`src/rtl/stage_if_fetch_pkg.sv`:
```
// Shared widths and PC helpers for the instruction-fetch stage.
package stage_if_fetch_pkg;
  localparam int BUS_W  = 32;
  localparam int INST_W = 32;
  localparam logic [BUS_W-1:0] DEFAULT_RESET_PC = 32'h0000_0000;
  localparam logic [BUS_W-1:0] PC_STEP = 32'd4;

  function automatic logic [BUS_W-1:0] align_word(input logic [BUS_W-1:0] addr);
    return addr & ~BUS_W'(3);
  endfunction
endpackage

```
`src/rtl/stage_if_fetch_buffer.sv`:
```
// Small synchronous FIFO holding fetched instructions; flush wins over push and pop.
module fetch_buffer
  import stage_if_fetch_pkg::*;
#(
  parameter int DEPTH = 2,
  parameter int CNT_W = $clog2(DEPTH + 1)
) (
  input  logic              clk,
  input  logic              srst,
  input  logic              push,
  input  logic [INST_W-1:0] push_data,
  input  logic              pop,
  input  logic              flush,
  output logic [CNT_W-1:0]  count,
  output logic [INST_W-1:0] head
);
  localparam int PTR_W = (DEPTH > 1) ? $clog2(DEPTH) : 1;

  logic [INST_W-1:0] mem [DEPTH];
  logic [PTR_W-1:0]  rd_ptr_reg;
  logic [PTR_W-1:0]  wr_ptr_reg;
  logic [CNT_W-1:0]  count_reg;

  function automatic logic [PTR_W-1:0] ptr_inc(input logic [PTR_W-1:0] p);
    return (p == PTR_W'(DEPTH - 1)) ? '0 : p + 1'b1;
  endfunction

  always_ff @(posedge clk) begin
    if (srst || flush) begin
      rd_ptr_reg <= '0;
      wr_ptr_reg <= '0;
      count_reg  <= '0;
    end else begin
      if (push) wr_ptr_reg <= ptr_inc(wr_ptr_reg);
      if (pop)  rd_ptr_reg <= ptr_inc(rd_ptr_reg);
      count_reg <= count_reg + CNT_W'(push) - CNT_W'(pop);
    end
  end

  always_ff @(posedge clk) begin
    if (push && !flush) mem[wr_ptr_reg] <= push_data;
  end

  // Head reads as zero when empty so no stale or uninitialised word leaks out.
  assign head  = (count_reg != '0) ? mem[rd_ptr_reg] : '0;
  assign count = count_reg;
endmodule

```
`src/rtl/stage_if_fetch.sv`:
```
// Fetch stage: owns the PC, issues credit-limited word fetches, buffers responses for decode.
module stage_if_fetch
  import stage_if_fetch_pkg::*;
#(
  parameter logic [BUS_W-1:0] RESET_PC  = DEFAULT_RESET_PC,
  parameter int               BUF_DEPTH = 2
) (
  input  logic              clk_in,
  input  logic              rst_in,
  input  logic              jumpEn_in,
  input  logic [BUS_W-1:0]  jumpAddr_in,
  output logic              memReq_out,
  output logic [BUS_W-1:0]  memAddr_out,
  input  logic              memGnt_in,
  input  logic              memRvalid_in,
  input  logic [INST_W-1:0] memRdata_in,
  output logic              instValid_out,
  output logic [INST_W-1:0] instData_out,
  output logic [BUS_W-1:0]  instPc_out,
  input  logic              instReady_in
);
  localparam int CNT_W = $clog2(BUF_DEPTH + 1);

  logic [BUS_W-1:0] fetch_pc_reg, fetch_pc_next;
  logic [BUS_W-1:0] head_pc_reg, head_pc_next;
  logic [BUS_W-1:0] stale_pc_reg, stale_pc_next;
  logic [CNT_W-1:0] outstanding_reg, outstanding_next;
  logic [CNT_W-1:0] drop_cnt_reg, drop_cnt_next;
  logic             req_stale_reg, req_stale_next;
  logic             run_reg;
  logic [CNT_W-1:0] count;
  logic [CNT_W:0]   credit_used;
  logic             grant, drop_resp, push, pop;
  logic [BUS_W-1:0] jump_target;

  assign credit_used = {1'b0, outstanding_reg} + {1'b0, count};
  // Credits only grow on a grant, so a raised request holds until it is granted.
  assign memReq_out  = run_reg && (credit_used < (CNT_W + 1)'(BUF_DEPTH));
  assign memAddr_out = req_stale_reg ? stale_pc_reg : fetch_pc_reg;
  assign grant       = memReq_out && memGnt_in;
  assign drop_resp   = memRvalid_in && (drop_cnt_reg != '0);
  assign push        = memRvalid_in && !drop_resp && !jumpEn_in;
  assign pop         = instValid_out && instReady_in && !jumpEn_in;
  assign jump_target = align_word(jumpAddr_in);

  always_comb begin
    outstanding_next = outstanding_reg + CNT_W'(grant) - CNT_W'(memRvalid_in);
    drop_cnt_next    = drop_cnt_reg + CNT_W'(grant && req_stale_reg) - CNT_W'(drop_resp);
    fetch_pc_next    = fetch_pc_reg;
    head_pc_next     = pop ? head_pc_reg + PC_STEP : head_pc_reg;
    req_stale_next   = req_stale_reg && !grant;
    stale_pc_next    = stale_pc_reg;
    if (grant && !req_stale_reg) fetch_pc_next = fetch_pc_reg + PC_STEP;
    if (jumpEn_in) begin
      fetch_pc_next = jump_target;
      head_pc_next  = jump_target;
      // Everything still owed by the bus after this edge belongs to the old path.
      drop_cnt_next = outstanding_next;
      if (memReq_out && !memGnt_in) begin
        req_stale_next = 1'b1;
        stale_pc_next  = memAddr_out;
      end
    end
  end

  always_ff @(posedge clk_in) begin
    if (rst_in) begin
      fetch_pc_reg    <= RESET_PC;
      head_pc_reg     <= RESET_PC;
      stale_pc_reg    <= RESET_PC;
      outstanding_reg <= '0;
      drop_cnt_reg    <= '0;
      req_stale_reg   <= 1'b0;
      run_reg         <= 1'b0;
    end else begin
      fetch_pc_reg    <= fetch_pc_next;
      head_pc_reg     <= head_pc_next;
      stale_pc_reg    <= stale_pc_next;
      outstanding_reg <= outstanding_next;
      drop_cnt_reg    <= drop_cnt_next;
      req_stale_reg   <= req_stale_next;
      run_reg         <= 1'b1;
    end
  end

  always_ff @(posedge clk_in) begin
    if (!rst_in) begin
      assert (!(memRvalid_in && outstanding_reg == '0));
      assert (!(push && count == CNT_W'(BUF_DEPTH)));
      assert (drop_cnt_reg <= outstanding_reg);
      assert (credit_used <= (CNT_W + 1)'(BUF_DEPTH));
    end
  end

  fetch_buffer #(.DEPTH(BUF_DEPTH), .CNT_W(CNT_W)) u_buf (
    .clk       (clk_in),
    .srst      (rst_in),
    .push      (push),
    .push_data (memRdata_in),
    .pop       (pop),
    .flush     (jumpEn_in),
    .count     (count),
    .head      (instData_out)
  );

  assign instValid_out = (count != '0);
  assign instPc_out    = head_pc_reg;
endmodule

```
`config.mk`:
```
export PLATFORM = sky130hd
export DESIGN_NAME = stage_if_fetch
export DESIGN_NICKNAME = d
export VERILOG_FILES = /design/src/rtl/stage_if_fetch_pkg.sv /design/src/rtl/stage_if_fetch_buffer.sv /design/src/rtl/stage_if_fetch.sv
export SDC_FILE = /design/constraint.sdc
export NUM_CORES = 1
export LEC_CHECK = 0
export BUFFER_PORTS_ARGS = -buffer_cell sky130_fd_sc_hd__buf_2
export CAP_MARGIN = 20
export CORE_UTILIZATION = 45
export CTS_CLUSTER_DIAMETER = 80
export DETAILED_ROUTE_END_ITERATION = 7
export PLACE_DENSITY_LB_ADDON = 0.1
export SLEW_MARGIN = 20
export SYNTH_ARGS = -nofsm -noshare
export SYNTH_HDL_FRONTEND = slang
export SYNTH_HIERARCHICAL = 1
export SYNTH_SLANG_ARGS = --single-unit
```
`constraint.sdc`:
```
create_clock -name clk_in -period 6 [get_ports clk_in]
set_clock_uncertainty 0.15 [all_clocks]
set_input_delay 1.8 -clock clk_in [delete_from_list [all_inputs] [get_ports clk_in]]
set_output_delay 1.8 -clock clk_in [all_outputs]
set_load 0.005 [all_outputs]
```
==> run_results.csv <==
group,metric,value,unit
run_status,result_of_the_run,"finished clean",
layout,layout.cell_area.non_filler,9458,µm²
clocking,cts_hold_buffers,0,
critical_path,delay_of_the_slowest_critical_path_stage,0.58,ns
layout,nets,982,
floorplan,boundaryPins,168,
drt,drc,0,
placed_design,placed_cell_area,8930,µm²
drt,drt_first_iter_violations,377,
floorplan,die_h,135.3,µm
layout,number_of_flip_flops_under_the_largest_register_name,64,
global_routing,grt_pass1_wl,32.03,mm
global_routing,grt-ovfl-total,0,
layout,layout_cell_share_with_drive_strength_beyond_1,0.2664,
critical_path,worstPathRequired,4.05,ns
drt,viasPerCell,5.708,
floorplan,dieWidth,135.3,µm
clocking,tritoncts,"built",
critical_path,arrival,2.73,ns
drt,antenna_violating_nets_post_route,0,
sta,slew_viols_final,0,
critical_path,critical_path.startpoint_type,"flip-flop",
clocking,cts_max_level,4,
placed_design,place.detailed.hpwl,14.45,mm
critical_path,regToRegSetupSlack,2.23,ns
clocking,cts_buffers,17,
floorplan,design.die.area,18300,µm²
critical_path,worstSetupEndpointType,"primary output",
critical_path,reg2reg_to,"fetch_pc_reg[20]$_SDFFE_PP0P_",
worst_hold_path,hold_path_depth,1,
layout,antenna-diode-count,0,
critical_path,timing.critical_path.fanout_max,16,
global_routing,grt_antenna_before_repair,0,
drt,postRouteWirelength,20.21,mm
drt,pre_repair_dr_iteration_count,5,
clocking,postCtsResizedCells,0,
critical_path,critical_path.reg2reg.startpoint,"u_buf/count[0]$_SDFF_PP0_",
sta,fin_setup_tns,0,ns
floorplan,fp-row-count,48,
critical_path,timing.reg2reg.worst_path_depth,7,
pwr,power-per-cell-area,275.1,nW/µm²
clocking,cts.path.max_buffers,2,
pwr,power_leakage,3.552,nW
pwr,fin_total_pwr,2.602,mW
sta,fmax,0.2137,GHz
logic_synthesis,synth_enable_flop_cells,64,
critical_path,timing.setup.critical_path_class,"flip-flop to primary output",
logic_synthesis,share_of_flip_flops_with_an_asynchronous_set_or_reset_after_synthesis,0,
logic_synthesis,netlist_area,7994,µm²
sta,worstMarginPinSlew,1.012,ns
logic_synthesis,synth_cells,761,
layout,synthToLayoutAreaGrowth,18.31,%
global_routing,grt.total_usage,0.2255,
drt,detailroute.via_count,6513,
placed_design,count_of_buffers_inserted_at_the_top_level_ports,163,
sta,min_period_over_period,0.7801,
logic_synthesis,dominantRegCellSynth,"sky130_fd_sc_hd__dfxtp_1",
global_routing,grt_pass1_vias,6184,
drt,avgRoutedWirePerCell,17.71,µm
clocking,post-cts-setup-buffer-count,0,
flow_run,maxCapViolations,0,
placed_design,place.gp.congestion,0.8861,
layout,final_cell_mix,"sky130_fd_sc_hd__buf_2, sky130_fd_sc_hd__dfxtp_1, sky130_fd_sc_hd__nor2_1",
clocking,cts_root_buf,"sky130_fd_sc_hd__clkbuf_16",
worst_hold_path,hold_start,"stale_pc_reg[1]$_SDFFE_PP0P_",
sta,min_tclk_post_route,4.680,ns
critical_path,critical_path.slowest_cell,"sky130_fd_sc_hd__or3b_1",
layout,most_common_cell_after_layout_fill_and_taps_aside,"sky130_fd_sc_hd__buf_2",
sta,max_slew_margin,0.3252,
logic_synthesis,yosys_register_bits,167,
placed_design,post-place-cells,1109,
sta,report.final.hold_viol_count,0,
clocking,numClockSinks,167,
logic_synthesis,synth.yosys.seq_area_share,0.4984,
pwr,vdd_drop_max,0.2050,mV
layout,fillers,1596,
sta,setup-violations-final,0,
critical_path,critical_path.cell_chain,"and2_1 > fa_1 > or3b_1 > inv_1 > buf_2",
worst_hold_path,hold-path-endpoint,"stale_pc_reg[1]$_SDFFE_PP0P_",
floorplan,initial_core_utilization,0.4622,
floorplan,floorplan.core_area,17300,µm²
layout,finish.cell_count_without_fillers,1141,
sta,rsz_0062_raised_after_global_routing,"false",
clocking,worst_setup_hold_path_clk_slew,0.07,ns
global_routing,pin_count_of_the_biggest_net_entering_global_routing,80,
clocking,clock_insertion_delay_at_the_later_pin_of_the_skew_report,0.42,ns
worst_hold_path,worstHoldPathType,"flip-flop to flip-flop",
logic_synthesis,yosysUniqueCellTypes,61,
critical_path,critPathLaunch,"u_buf/count[0]$_SDFF_PP0_",
logic_synthesis,synth_warnings,6,
logic_synthesis,synth.avg_cell_area,10.50,µm²
-- per-stage QoR --
stage               utilization  setup slack (ns)  hold WS (ns)
finish                   0.5468             1.320        0.3288
floorplan                     -            0.2117        0.3021
global route             0.5468             1.122        0.3418
detailed placement       0.5163             1.797        0.3213
global placement         0.5163             1.807        0.3096
CTS                      0.5468             1.314        0.3311
-- critical path: cells and delay by family, from the launching register on --
family        cells  cell delay (ns)
fa+ha+maj         1             0.41
simple gates      2             0.77
buf+inv           2             0.65
flops             1             0.48
-- layout make-up --
| class | count | area (µm²) | area share |
|---|---|---|---|
| sequential | 167 | 3985 | 0.4214 |
| multi-input combinational | 532 | 3731 | 0.3945 |
| timing repair buffer | 172 | 883.3 | 0.09340 |
| clock buffer | 17 | 425.4 | 0.04498 |
| tap | 225 | 281.5 | 0.02977 |
| clock inverter | 15 | 102.6 | 0.01085 |
| inverter | 13 | 48.80 | 0.005159 |
-- metal layers --
metal	GRT usage	wire length, µm	up-vias
met1	0.2990	9011	3104
met2	0.3550	9364	226
met3	0.04639	1223	36
li1	-	-	3147
met5	0	0	-
met4	0.09988	607	0
-- Yosys cell counts (2+ instances only) --
| master | instances | area, µm² |
|---|---|---|
| sky130_fd_sc_hd__o31ai_1 | 18 | 135.1 |
| sky130_fd_sc_hd__ha_1 | 8 | 100.1 |
| sky130_fd_sc_hd__and2_1 | 10 | 62.56 |
| sky130_fd_sc_hd__and4_1 | 10 | 87.58 |
| sky130_fd_sc_hd__buf_1 | 3 | 11.26 |
| sky130_fd_sc_hd__a31oi_1 | 19 | 118.9 |
| sky130_fd_sc_hd__o21a_1 | 20 | 150.1 |
| sky130_fd_sc_hd__a311oi_1 | 5 | 43.79 |
| sky130_fd_sc_hd__nor3b_1 | 6 | 45.04 |
| sky130_fd_sc_hd__o31a_1 | 7 | 61.31 |
| sky130_fd_sc_hd__buf_8 | 3 | 45.04 |
| sky130_fd_sc_hd__nor4bb_1 | 2 | 20.02 |
| sky130_fd_sc_hd__dfxtp_1 | 103 | 2062 |
| sky130_fd_sc_hd__or2_2 | 4 | 25.02 |
| sky130_fd_sc_hd__o21ai_0 | 22 | 110.1 |
| sky130_fd_sc_hd__nor4_1 | 16 | 100.1 |
| sky130_fd_sc_hd__and4b_1 | 2 | 20.02 |
| sky130_fd_sc_hd__inv_1 | 12 | 45.04 |
| sky130_fd_sc_hd__edfxtp_1 | 64 | 1922 |
| sky130_fd_sc_hd__a31o_2 | 2 | 17.52 |
| sky130_fd_sc_hd__mux2_2 | 29 | 326.6 |
| sky130_fd_sc_hd__and3_1 | 7 | 43.79 |
| sky130_fd_sc_hd__a21oi_1 | 6 | 30.03 |
| sky130_fd_sc_hd__nand3_1 | 14 | 70.07 |
| sky130_fd_sc_hd__xnor2_1 | 11 | 96.34 |
| sky130_fd_sc_hd__xor2_1 | 10 | 87.58 |
| sky130_fd_sc_hd__nor2b_1 | 6 | 37.54 |
| sky130_fd_sc_hd__nor2_1 | 82 | 307.8 |
| sky130_fd_sc_hd__nand2b_1 | 2 | 12.51 |
| sky130_fd_sc_hd__a21boi_0 | 14 | 105.1 |
| sky130_fd_sc_hd__a311o_1 | 2 | 20.02 |
| sky130_fd_sc_hd__nand2_1 | 32 | 120.1 |
| sky130_fd_sc_hd__clkbuf_1 | 31 | 116.4 |
| sky130_fd_sc_hd__a211oi_1 | 12 | 90.09 |
| sky130_fd_sc_hd__buf_2 | 8 | 40.04 |
| sky130_fd_sc_hd__nor3_1 | 22 | 110.1 |
| sky130_fd_sc_hd__nand4_1 | 24 | 150.1 |
| sky130_fd_sc_hd__or3_1 | 7 | 43.79 |
| sky130_fd_sc_hd__or4_1 | 16 | 120.1 |
| sky130_fd_sc_hd__buf_4 | 3 | 22.52 |
| sky130_fd_sc_hd__nor4b_1 | 3 | 26.28 |
| sky130_fd_sc_hd__mux2i_1 | 65 | 650.6 |
-- report_power, final --
part	leakage (nW)	internal [mW]	switching (mW)
clock network	0.253	0.530	0.458
logic	1.87	0.147	0.178
registers	1.43	1.23	0.0555
total	3.55	1.91	0.692
-- cells by family (layout without fill, tap and decap cells) --
family                   after synthesis  in the layout  share of synthesized area
AO/OA/AOI/OAI                        136            136                     0.1208
XOR/XNOR                              22             22                    0.02582
adder cells (fa/ha/maj)                9              9                    0.01503
buffers and inverters                 63            217                    0.03756
flip-flops                           167            167                     0.4984
multiplexers                          94             94                     0.1222
other                                  1              2                  0.0004691
AND/OR/NAND/NOR                      269            269                     0.1797
-- worst max-delay path by stage --
stage / depth (start not counted) / to / slack (ns)
global placement: 5 / memReq_out / 1.81
detailed placement: 5 / memReq_out / 1.80
finish: 5 / memReq_out / 1.32
floorplan: 5 / u_buf/mem[1][0]$_DFFE_PP_ / 0.21
global route: 5 / memReq_out / 1.12
CTS: 5 / memReq_out / 1.31
Power figures use the tool's default switching activity.
